<file path="src/rtl/vga_timing_gen.sv">
// Parametrised VGA timing generator with read-ahead addressing and latency-matched sync/blank/colour outputs.
// Optional test pattern selected at build time with VGA_TESTPAT_EN.
module vga_timing_gen #(
  parameter int unsigned H_ACTIVE = 640,
  parameter int unsigned H_FP     = 16,
  parameter int unsigned H_SYNC   = 96,
  parameter int unsigned H_BP     = 48,
  parameter int unsigned V_ACTIVE = 480,
  parameter int unsigned V_FP     = 10,
  parameter int unsigned V_SYNC   = 2,
  parameter int unsigned V_BP     = 33,
  parameter bit          HS_POL   = 1'b0,
  parameter bit          VS_POL   = 1'b0,
  parameter int unsigned H_AW     = 10,
  parameter int unsigned V_AW     = 10,
  parameter int unsigned COLOR_W  = 8,
  parameter int unsigned RD_LAT   = 1
) (
  input  logic                   clk,
  input  logic                   resetn,
`ifdef VGA_TESTPAT_EN
  input  logic                   test_en,
`endif
  output logic [H_AW-1:0]        h_addr,
  output logic [V_AW-1:0]        v_addr,
  output logic                   rd_en,
  input  logic [3*COLOR_W-1:0]   vga_data,
  output logic                   hsync,
  output logic                   vsync,
  output logic                   valid,
  output logic [COLOR_W-1:0]     vga_r,
  output logic [COLOR_W-1:0]     vga_g,
  output logic [COLOR_W-1:0]     vga_b,
  output logic                   frame_start
);

  localparam int unsigned H_TOTAL = H_SYNC + H_BP + H_ACTIVE + H_FP;
  localparam int unsigned V_TOTAL = V_SYNC + V_BP + V_ACTIVE + V_FP;
  localparam int unsigned H_START = H_SYNC + H_BP;
  localparam int unsigned V_START = V_SYNC + V_BP;
  localparam int unsigned H_END   = H_START + H_ACTIVE;
  localparam int unsigned V_END   = V_START + V_ACTIVE;
  localparam int unsigned H_CW    = $clog2(H_TOTAL + 1);
  localparam int unsigned V_CW    = $clog2(V_TOTAL + 1);
  localparam int unsigned PIX_W   = 3 * COLOR_W;
`ifdef VGA_TESTPAT_EN
  localparam int unsigned DW = 6;
  localparam logic [DW-1:0] DLY_RST = {~HS_POL, ~VS_POL, 4'b0000};
`else
  localparam int unsigned DW = 4;
  localparam logic [DW-1:0] DLY_RST = {~HS_POL, ~VS_POL, 2'b00};
`endif

  logic [H_CW-1:0]  h_cnt_q, h_cnt_d;
  logic [V_CW-1:0]  v_cnt_q, v_cnt_d;
  logic             h_act, v_act, first_px;
  logic [DW-1:0]    s0;
  logic [DW-1:0]    dly_out;
  logic             hsync_q, hsync_d, vsync_q, vsync_d;
  logic             valid_q, valid_d, fs_q, fs_d;
  logic [PIX_W-1:0] color_q, color_d;

  // Raster counters: h wraps every line, v advances on h wrap.
  always_comb begin
    h_cnt_d = h_cnt_q + H_CW'(1);
    v_cnt_d = v_cnt_q;
    if (h_cnt_q == H_CW'(H_TOTAL - 1)) begin
      h_cnt_d = '0;
      v_cnt_d = (v_cnt_q == V_CW'(V_TOTAL - 1)) ? '0 : v_cnt_q + V_CW'(1);
    end
  end

  always_ff @(posedge clk or negedge resetn) begin
    if (!resetn) begin
      h_cnt_q <= '0;
      v_cnt_q <= '0;
    end else begin
      h_cnt_q <= h_cnt_d;
      v_cnt_q <= v_cnt_d;
    end
  end

  // Stage 0: read address and control bits straight from the counters.
  always_comb begin
    h_act    = (h_cnt_q >= H_CW'(H_START)) && (h_cnt_q < H_CW'(H_END));
    v_act    = (v_cnt_q >= V_CW'(V_START)) && (v_cnt_q < V_CW'(V_END));
    rd_en    = h_act && v_act;
    h_addr   = rd_en ? H_AW'(h_cnt_q - H_CW'(H_START)) : '0;
    v_addr   = rd_en ? V_AW'(v_cnt_q - V_CW'(V_START)) : '0;
    first_px = rd_en && (h_addr == '0) && (v_addr == '0);
`ifdef VGA_TESTPAT_EN
    s0 = {(h_cnt_q < H_CW'(H_SYNC)) ? HS_POL : ~HS_POL,
          (v_cnt_q < V_CW'(V_SYNC)) ? VS_POL : ~VS_POL,
          rd_en, first_px, test_en, h_addr[4] ^ v_addr[4]};
`else
    s0 = {(h_cnt_q < H_CW'(H_SYNC)) ? HS_POL : ~HS_POL,
          (v_cnt_q < V_CW'(V_SYNC)) ? VS_POL : ~VS_POL,
          rd_en, first_px};
`endif
  end

  // Controls wait here while the memory produces the pixel.
  if (RD_LAT == 0) begin : g_nodly
    assign dly_out = s0;
  end else begin : g_dly
    logic [DW-1:0] dly_q [RD_LAT];
    logic [DW-1:0] dly_d [RD_LAT];

    always_comb begin
      dly_d[0] = s0;
      for (int i = 1; i < int'(RD_LAT); i++) dly_d[i] = dly_q[i-1];
    end

    always_ff @(posedge clk or negedge resetn) begin
      if (!resetn) begin
        for (int i = 0; i < int'(RD_LAT); i++) dly_q[i] <= DLY_RST;
      end else begin
        for (int i = 0; i < int'(RD_LAT); i++) dly_q[i] <= dly_d[i];
      end
    end

    assign dly_out = dly_q[RD_LAT-1];
  end

  // Output stage; colour is blanked whenever the aligned pixel is not visible.
  always_comb begin
    hsync_d = dly_out[DW-1];
    vsync_d = dly_out[DW-2];
    valid_d = dly_out[DW-3];
    fs_d    = dly_out[DW-4];
    color_d = '0;
    if (dly_out[DW-3]) begin
`ifdef VGA_TESTPAT_EN
      color_d = dly_out[1] ? {PIX_W{dly_out[0]}} : vga_data;
`else
      color_d = vga_data;
`endif
    end
  end

  always_ff @(posedge clk or negedge resetn) begin
    if (!resetn) begin
      hsync_q <= ~HS_POL;
      vsync_q <= ~VS_POL;
      valid_q <= 1'b0;
      fs_q    <= 1'b0;
      color_q <= '0;
    end else begin
      hsync_q <= hsync_d;
      vsync_q <= vsync_d;
      valid_q <= valid_d;
      fs_q    <= fs_d;
      color_q <= color_d;
    end
  end

  assign hsync       = hsync_q;
  assign vsync       = vsync_q;
  assign valid       = valid_q;
  assign frame_start = fs_q;
  assign vga_r       = color_q[PIX_W-1 -: COLOR_W];
  assign vga_g       = color_q[2*COLOR_W-1 -: COLOR_W];
  assign vga_b       = color_q[COLOR_W-1:0];

endmodule

</file>
<file path="config.mk">
export PLATFORM = sky130hd
export DESIGN_NAME = vga_timing_gen
export DESIGN_NICKNAME = d
export VERILOG_FILES = /design/src/rtl/vga_timing_gen.sv
export SDC_FILE = /design/constraint.sdc
export NUM_CORES = 1
export LEC_CHECK = 0
export BUFFER_PORTS_ARGS = -buffer_cell sky130_fd_sc_hd__buf_2
export CORE_ASPECT_RATIO = 1.5
export CORE_MARGIN = 3
export CORE_UTILIZATION = 34
export CTS_CLUSTER_DIAMETER = 30
export DETAILED_ROUTE_END_ITERATION = 6
export HOLD_SLACK_MARGIN = 0.15
export PLACE_DENSITY = 0.69
export SYNTH_ARGS = -nofsm -noshare
export SYNTH_HDL_FRONTEND = slang
export SYNTH_SLANG_ARGS = --single-unit
export TNS_END_PERCENT = 1
</file>
<file path="constraint.sdc">
create_clock -name clk -period 2.2 [get_ports clk]
set_input_delay 0.44 -clock clk [delete_from_list [all_inputs] [get_ports clk]]
set_output_delay 0.44 -clock clk [all_outputs]
set_load 0.005 [all_outputs]
</file>
==> flow_metrics.env <==
export IMPL_status="finished with violations"
export IMPL_violations="setup timing"
export IMPL_synth_top_area_share_pct=46.4
export IMPL_setup_violations=21
export IMPL_rows=38
export IMPL_fin_skew_ns=0.00615
export IMPL_setup_slack_ns=-0.406
export IMPL_ff_latch_area_sq_um=1310
export IMPL_grt_max_degree=53
export IMPL_n_fill_cell=737
export IMPL_die_area_sq_um=8710
export IMPL_p_leak_nw=1.83
export IMPL_relSlewSlack_pct=65.4
export IMPL_multi_input_area_sq_um=1190
export IMPL_postLayoutCoreUtil_pct=47.1
export IMPL_totalWireLength_microns=5920
export IMPL_synth_area_leader_cell="dfrtp_1"
export IMPL_async_flop_share_pct=100
export IMPL_fin_total_pwr_mw=1.69
export IMPL_holdCritStartpoint="vga_data[4]"
export IMPL_synth_cell_types=49
export IMPL_slew_violations=0
export IMPL_hold_viol_final=0
export IMPL_worstRegToRegCells=6
export IMPL_grtUsageTotal_pct=13.5
export IMPL_ant_nets=0
export IMPL_cts_sinks=52
export IMPL_tightest_slew_ns=0.520
export IMPL_via_count=2216
export IMPL_core_area_sq_um=7320
export IMPL_routed_via_density=4.75
export IMPL_min_path_cells=2
export IMPL_cts_buffer_depth=2
export IMPL_ios=75
export IMPL_synth_edf_count=0
export IMPL_synth_cells=266
export IMPL_min_period_ns=2.61
export IMPL_cts_root_buf="clkbuf_8"
export IMPL_grt_pass1_wl_microns=9640
export IMPL_synth_seq_cells=52
export IMPL_cts_tree="built"
export IMPL_rr_startpoint="h_cnt_q[7]"
export IMPL_yosysSeqAreaShare_pct=50.5
export IMPL_synthFlopType="dfrtp_1"
export IMPL_diodes=0
export IMPL_pwr_density_cell_nw_per_um2=492
export IMPL_synth_warnings=0
export IMPL_overflow=0
export IMPL_final_setup_tns_ns=-6.73
export IMPL_cap_violations=0
export IMPL_start_kind="register"
export IMPL_period_share_pct=118
export IMPL_max_freq_mhz=384
export IMPL_antenna_found_initial=0
export IMPL_critical_path_required_ns=1.76
export IMPL_numCtsBuffers=5
export IMPL_end_kind="primary output"
export IMPL_initial_core_util_pct=35.3
export IMPL_peakVddDrop_mv=0.395
export IMPL_insertion_delay_ns=0.31
export IMPL_r2r_slack_ns=0.10
export IMPL_syn_area_per_cell_sq_um=9.72
export IMPL_avgRoutedWirePerCell_microns=12.7
export IMPL_clk_pin_slew_ns=0.10
export IMPL_io_buffers=74
export IMPL_grt_pass1_vias=2087
export IMPL_htree_levels=2
export IMPL_dp_hpwl_microns=4440
export IMPL_drc=0
export IMPL_reg2reg_to="v_cnt_q[9]"
export IMPL_final_nets=399
export IMPL_synth_area_leaders="dfrtp_1 (46%), and2_1 (6.0%), nor2_1 (4.4%)"
export IMPL_dr_pass1_iters=4
export IMPL_crit_arrival_ns=2.17
export IMPL_die_y_microns=113
export IMPL_die_w_microns=77.2
export IMPL_gp_congestion=0.819
export IMPL_min_path_type="in2reg"
export IMPL_syn_to_final_growth_pct=33.2
export IMPL_drive_above_1_share_pct=36.5
export IMPL_syn_area_sq_um=2590
export IMPL_hold_end="color_q[4]"
export IMPL_worstPathMaxFanout=6
export IMPL_critPathKind="reg2out"
export IMPL_synth_fp_nets=299
export IMPL_rsz0062_at_grt="true"
export IMPL_dr_first_iter_drc_count=106
cell families after synthesis:
kind of cell | after synthesis | share of synthesized area [%]
AOI/OAI and AO/OA | 38 | 9.72
xor gates and xnor gates | 14 | 4.74
adders and majority gates | 7 | 3.39
buffers and inverters | 27 | 4.60
DFF | 52 | 50.5
muxes | 1 | 0.387
and+or+nand+nor | 127 | 26.7
state kept, by name, summed over array words and instances (netlist names):
signal and flops:
color_q 24, dly_out 4, valid 1, v_cnt_q 10, h_cnt_q 10, vsync 1, hsync 1, frame_start 1
area by class of cell:
class	instances	share of cell area, %
clock buffer	6	2.40
clock inverter	2	1.13
sequential	52	37.9
inverter	11	1.20
tap	100	3.63
multi-input combinational	187	34.6
timing repair buffer	109	19.1
layout by cell type, fill, tap and decap left out, drive strengths merged, types with 2 or more instances in the layout:
cell      n
buf     108
dfrtp    48
nor2     30
and2     25
nand2    20
nor3     14
o21ai    13
inv      11
nand3     9
xnor2     8
a21oi     7
ha        7
xor2      6
clkbuf    6
nor4      4
dfstp     4
or3       4
nor2b     3
a31oi     3
and3      3
nand2b    3
nand4     3
nor3b     2
o21a      2
a21o      2
o31ai     2
o41ai     2
or4       2
synthesized netlist by cell type (all sizes together) (4+ instances only):
| cell | count |
|---|---|
| dfrtp | 48 |
| nor2 | 30 |
| and2 | 25 |
| nand2 | 20 |
| nor3 | 14 |
| o21ai | 13 |
| clkbuf | 11 |
| inv | 11 |
| nand3 | 9 |
| xnor2 | 8 |
| a21oi | 7 |
| ha | 7 |
| xor2 | 6 |
| buf | 5 |
| dfstp | 4 |
| nor4 | 4 |
| or3 | 4 |
routing by layer:
layer	global-route usage (%)	vias up	part of all wire [%]
met5	0	-	0
met1	16.1	1006	42
met2	23.0	103	48
met4	5.70	0	2.5
met3	3.26	13	7.9
li1	-	1094	-
power by group:
| part | leakage, nW | switching, mW | internal [mW] |
|---|---|---|---|
| logic | 1.07 | 0.0230 | 0.0200 |
| clock network | 0.0614 | 0.323 | 0.372 |
| registers | 0.698 | 0 | 0.955 |
what timing repair did:
action | CTS | global route
hold buffers | 1 | 0
endpoints found under the hold margin | 48 | 0
endpoints found under the setup margin | 21 | 22
gates resized for setup | 5 | 3
pin swaps | 5 | 3
buffers inserted | 2 | 0
worst max-delay path, stage by stage, from the launching register on:
cell     delay [ns]
dfrtp_1        0.39
or3_4          0.39
nor3_2         0.12
a31oi_1        0.11
a211o_2        0.40
buf_6          0.16
nor3_4         0.16
buf_2          0.13
worst max path at each step:
stage / from / end / slack [ns]
2_1_floorplan: v_cnt_q[3] / h_addr[7] / 0.007
3_3_place_gp: v_cnt_q[4] / v_addr[6] / -0.08
3_5_place_dp: v_cnt_q[4] / v_addr[6] / -0.10
4_1_cts: v_cnt_q[1] / v_addr[2] / -0.44
5_1_grt: v_cnt_q[4] / v_addr[6] / -0.51
6_report: v_cnt_q[4] / v_addr[6] / -0.41
metrics by stage:
stage	instances	instance area, sq um	worst slack, ns	hold WS, ns
2_1_floorplan	266	2610	0.00666	0.144
3_3_place_gp	456	3270	-0.0813	0.333
3_5_place_dp	456	3270	-0.105	0.338
4_1_cts	467	3430	-0.444	0.329
5_1_grt	467	3450	-0.510	0.325
6_report	467	3450	-0.406	0.336
No activity file was read; power rests on OpenSTA's default activity.
